===== src/rtl/tmds_encoder_mc.sv =====
// Multi-channel TMDS 8b/10b encoder: transition minimisation,
// DC balancing and control-symbol insertion, two-stage pipeline.
module tmds_encoder_mc #(
  parameter int NUM_CH = 3,
  parameter int CNT_W  = 5
) (
  input  logic                    clk_in,
  input  logic                    rst_in_n,
  input  logic                    ce_in,
  input  logic                    ve_in,
  input  logic [NUM_CH*8-1:0]     data_in,
  input  logic [NUM_CH*2-1:0]     ctrl_in,
  output logic [NUM_CH*10-1:0]    tmds_out,
  output logic [NUM_CH*CNT_W-1:0] cnt_out,
  output logic                    valid_out
);

  logic [NUM_CH*9-1:0]     qm_d, qm_q;
  logic                    ve_q;
  logic [NUM_CH*2-1:0]     ctrl_q;
  logic                    v1_q;
  logic [NUM_CH*10-1:0]    tmds_d, tmds_q;
  logic [NUM_CH*CNT_W-1:0] cnt_d, cnt_q;
  logic                    valid_q;

  function automatic logic [3:0] ones8(input logic [7:0] v);
    logic [3:0] n;
    n = '0;
    for (int i = 0; i < 8; i++) n = n + {3'b000, v[i]};
    return n;
  endfunction

  function automatic logic [8:0] tm_min(input logic [7:0] d);
    logic [3:0] n;
    logic       xn;
    logic [8:0] m;
    n = ones8(d);
    xn = (n > 4'd4) || (n == 4'd4 && !d[0]);
    m = '0;
    m[0] = d[0];
    for (int i = 1; i < 8; i++)
      m[i] = xn ? ~(d[i] ^ m[i-1]) : (d[i] ^ m[i-1]);
    m[8] = ~xn;
    return m;
  endfunction

  always_comb begin
    qm_d = '0;
    for (int k = 0; k < NUM_CH; k++)
      qm_d[9*k +: 9] = tm_min(data_in[8*k +: 8]);
  end

  always_comb begin
    logic [8:0]              q;
    logic [3:0]              n1;
    logic [9:0]              o;
    logic signed [CNT_W-1:0] c, cn, dis;
    logic                    pos, neg;
    tmds_d = '0;
    cnt_d  = '0;
    q = '0; n1 = '0; o = '0;
    c = '0; cn = '0; dis = '0;
    pos = 1'b0; neg = 1'b0;
    for (int k = 0; k < NUM_CH; k++) begin
      q   = qm_q[9*k +: 9];
      c   = cnt_q[CNT_W*k +: CNT_W];
      n1  = ones8(q[7:0]);
      // ones minus zeros of q_m[7:0]
      dis = CNT_W'({n1, 1'b0}) - CNT_W'(8);
      neg = c[CNT_W-1];
      pos = !neg && (c != '0);
      o   = '0;
      cn  = '0;
      if (!ve_q) begin
        unique case (ctrl_q[2*k +: 2])
          2'b00: o = 10'b1101010100;
          2'b01: o = 10'b0010101011;
          2'b10: o = 10'b0101010100;
          2'b11: o = 10'b1010101011;
        endcase
      end else if (c == '0 || n1 == 4'd4) begin
        o  = {~q[8], q[8], q[8] ? q[7:0] : ~q[7:0]};
        cn = q[8] ? c + dis : c - dis;
      end else if ((pos && n1 > 4'd4) || (neg && n1 < 4'd4)) begin
        o  = {1'b1, q[8], ~q[7:0]};
        cn = c - dis + (q[8] ? CNT_W'(2) : CNT_W'(0));
      end else begin
        o  = {1'b0, q[8], q[7:0]};
        cn = c + dis - (q[8] ? CNT_W'(0) : CNT_W'(2));
      end
      tmds_d[10*k +: 10]     = o;
      cnt_d[CNT_W*k +: CNT_W] = cn;
    end
  end

  always_ff @(posedge clk_in or negedge rst_in_n) begin
    if (!rst_in_n) begin
      qm_q    <= '0;
      ve_q    <= 1'b0;
      ctrl_q  <= '0;
      v1_q    <= 1'b0;
      tmds_q  <= '0;
      cnt_q   <= '0;
      valid_q <= 1'b0;
    end else if (ce_in) begin
      qm_q    <= qm_d;
      ve_q    <= ve_in;
      ctrl_q  <= ctrl_in;
      v1_q    <= 1'b1;
      tmds_q  <= tmds_d;
      cnt_q   <= cnt_d;
      valid_q <= v1_q;
    end
  end

  assign tmds_out  = tmds_q;
  assign cnt_out   = cnt_q;
  assign valid_out = valid_q;

endmodule


===== config.mk =====
export PLATFORM = sky130hd
export DESIGN_NAME = tmds_encoder_mc
export DESIGN_NICKNAME = d
export VERILOG_FILES = /design/src/rtl/tmds_encoder_mc.sv
export SDC_FILE = /design/constraint.sdc
export NUM_CORES = 1
export LEC_CHECK = 0
export ABC_CLOCK_PERIOD_IN_PS = 5400
export CORE_MARGIN = 10
export CORE_UTILIZATION = 45
export CTS_BUF_LIST = sky130_fd_sc_hd__clkbuf_16
export DETAILED_ROUTE_END_ITERATION = 16
export HOLD_SLACK_MARGIN = 0.08
export PLACE_DENSITY = 0.67
export SKIP_LAST_GASP = 1
export SLEW_MARGIN = 20
export SYNTH_ARGS = -nofsm -noshare
export SYNTH_HDL_FRONTEND = slang
export SYNTH_SLANG_ARGS = --single-unit

===== constraint.sdc =====
create_clock -name clk_in -period 5.4 [get_ports clk_in]
set_input_delay 0.81 -clock clk_in [delete_from_list [all_inputs] [get_ports clk_in]]
set_output_delay 0.81 -clock clk_in [all_outputs]
set_load 0.02 [all_outputs]

==> metrics.md <==
| Metric | Value |
|---|---|
| Outcome | finished, final reports clean |
| H-tree depth | 3 |
| Global-route wire length before repair | 25.0 mm |
| Tmin final | 4.75 ns |
| Pre-CTS WS | 0.287 ns |
| Crit Reg-Reg Endpoint | tmds_out[9]$_DFFE_PN0P_ |
| R2R setup slack | 0.69 ns |
| Setup_tns | 0 ns |
| Hpwl dp | 11.2 mm |
| Post-synthesis sequential area ratio | 0.299 |
| Max Cap Viol | 0 |
| ANT nets after route | 0 |
| Seq. cell area | 0.00195 mm^2 |
| Max-Slew Margin vs Limit | 0.479 |
| Num CTS Buffers | 9 |
| Crit-path max cell delay | 0.55 ns |
| Most common cell after layout, fill and taps aside | inv_1 |
| Worst reg-to-reg path cell count | 14 |
| Setup ws final | 0.647 ns |
| WP buf/inv | 3 |
| Critical Path, Cell by Cell | clkdlybuf4s50_1 -> inv_1 -> fa_1 -> fa_1 -> fa_1 -> inv_1 -> ha_1 -> fa_1 -> or3b_1 -> a22oi_2 -> xnor2_1 -> xnor3_1 -> xnor2_1 -> mux2i_1 |
| Slew Limit Fails | 0 |
| N_diodes | 0 |
| Hold Startpoint | v1_q$_DFFE_PN0P_ |
| GRT overflow | 0 |
| Number of synthesized register bits | 78 |
| Bufs on Longest Clock Path | 2 |
| Post-synth EDFFs | 0 |
| Footprint of the multi-input gates | 0.00407 mm^2 |
| Worst-margin pin slew | 0.782 ns |
| Critical Path Sink Type | register |
| Die Y | 140 um |
| Final Skew | 0.0105 ns |
| Total wire length | 14.5 mm |
| Post-synth ARST share | 1.00 |
| Hold Path Class | register to register |
| Drt first pass iters | 4 |
| Worst-path clk slew | 0.07 ns |
| NumNets Final | 857 |
| Starting Density | 0.465 |
| Post-cts sizing count | 0 |
| Arr. time, crit path | 4.96 ns |
| Syn Area/Cell | 9.90 um^2 |
| Setup repair bufs after CTS | 0 |
| Layout Cells excl Fill | 906 |
| Placed Cells | 890 |
| Area grow syn2layout | 18.1% |
| TritonCTS clock tree | done |
| I/O pin cnt | 80 |
| FP Rows | 43 |
| Clock Sinks | 78 |
| Area of the mapped netlist | 0.00653 mm^2 |
| Synth Warn # | 0 |
| DRC | 0 |
| WHS | 0.473 ns |
| Critical path class | input port to register |
| Vias in the first global route | 5044 |
| Unrepaired setup endpoints after global routing | false |
| Fillcell total | 1206 |
| Iteration-0 DRC Markers | 214 |
| Worst hold path cell count | 1 |
| Synth cell types | 51 |
| Most frequent cells in the layout | 101 x inv_1, 78 x dfrtp_1, 74 x clkdlybuf4s50_1 |
| Layout cell share with drive strength beyond 1 | 0.0661 |
| Clock root buffer | clkbuf_16 |
| GR Util All Layers | 0.152 |
| Data required time of the critical path | 5.61 ns |
| Die area | 0.0197 mm^2 |
| Synth Flop Type | dfrtp_1 |
| Die span in x | 140 um |
| Core Area | 0.0140 mm^2 |
| Placer Congestion | 0.853 |
| CP most frequent cell | fa_1 |
| Maximum clock frequency | 210 MHz |
| CP max stage cell | fa_1 |
| Largest net degree at the start of global routing | 79 |
| Final hold violation count | 0 |
| Number of hold buffers added after cts | 0 |
| Synth Instances | 659 |
| Setup crit start kind | input port |
| Critical-path maximum fanout | 4 |
| CP top delay family | adder cells |
| Critical R2R Launch | qm_q[0]$_DFFE_PN0P_ |
| Vias/cell | 5.12 |
| Hold Path End | v1_q$_DFFE_PN0P_ |
| Final setup violation count | 0 |
| I/O Buffers | 76 |
| Initial antenna violation count | 0 |
| Part of the cycle the worst path needs | 0.880 |
| Routed length per instance | 16.0 um |
| Clock Latency Late Sink | 0.34 ns |
| Vias after detailed routing | 4636 |
[synthesized netlist by cell type (5+ instances only)]
library cell | instances | area [um^2]
a211oi_1 | 22 | 165
a21o_1 | 6 | 45.0
a21oi_1 | 31 | 155
and2_1 | 5 | 31.3
clkbuf_1 | 18 | 67.6
dfrtp_1 | 78 | 1950
fa_1 | 30 | 601
ha_1 | 72 | 901
inv_1 | 101 | 379
mux2_2 | 15 | 169
mux2i_1 | 21 | 210
nand2_1 | 26 | 97.6
nand3_1 | 8 | 40.0
nor2_1 | 44 | 165
o21ai_0 | 19 | 95.1
o21bai_1 | 6 | 45.0
o22ai_1 | 9 | 56.3
o32ai_1 | 5 | 43.8
xnor2_1 | 61 | 534
xor2_1 | 22 | 193
[layout make-up]
class / count / share of cell area
clock buffer: 9 / 0.0292
clock inverter: 7 / 0.0104
inverter: 101 / 0.0492
multi-input combinational: 453 / 0.528
sequential: 78 / 0.253
tap: 180 / 0.0292
timing repair buffer: 78 / 0.101
[cell families after synthesis]
family | count (synthesis) | synth area share
buf+inv | 130 | 0.0784
xor+xnor | 89 | 0.132
other cells | 1 | 0.000575
flops | 78 | 0.299
mux | 37 | 0.0616
compound gates | 122 | 0.128
simple gates | 100 | 0.0704
fa+ha+maj | 102 | 0.230
[metrics by stage]
stage | cell area, um^2 | utilization
2_1_floorplan | 6530 | -
3_3_place_gp | 7400 | 0.527
3_5_place_dp | 7400 | 0.527
4_1_cts | 7700 | 0.548
5_1_grt | 7700 | 0.549
6_report | 7700 | 0.549
[state kept, by name (all words and copies together) (netlist names)]
register	cells
tmds_out	30
qm_q	27
cnt_out	12
ctrl_q	6
v1_q	1
valid_out	1
ve_q	1
[worst reg2reg max path, cell delays in order (launching register included)]
cell and delay, ns:
dfrtp_1 0.43, fa_1 0.54, inv_1 0.05, fa_1 0.44, fa_1 0.49, inv_1 0.04
ha_1 0.20, fa_1 0.38, xor2_1 0.24, ha_1 0.21, or3b_2 0.46, o21a_1 0.25
mux2_2 0.45, a21oi_1 0.28, a21oi_1 0.11
[layer usage]
layer / routed length, um / global-route usage
met2: 7240 / 0.263
met3: 642 / 0.0335
met4: 237 / 0.0500
met1: 6420 / 0.182
met5: 0 / 0
[worst max path at each step]
stage | start | endpoint | depth (start not counted)
floorplan | qm_q[0]$_DFFE_PN0P_ | tmds_out[0]$_DFFE_PN0P_ | 16
global placement | data_in[0] | qm_q[7]$_DFFE_PN0P_ | 14
detailed placement | data_in[0] | qm_q[7]$_DFFE_PN0P_ | 14
CTS | data_in[0] | qm_q[7]$_DFFE_PN0P_ | 14
global route | qm_q[0]$_DFFE_PN0P_ | tmds_out[3]$_DFFE_PN0P_ | 14
finish | data_in[0] | qm_q[7]$_DFFE_PN0P_ | 14
Power is left out: the tool's default activity adds up to more than one toggle a clock period on the data nets, which glitch-free logic cannot reach.
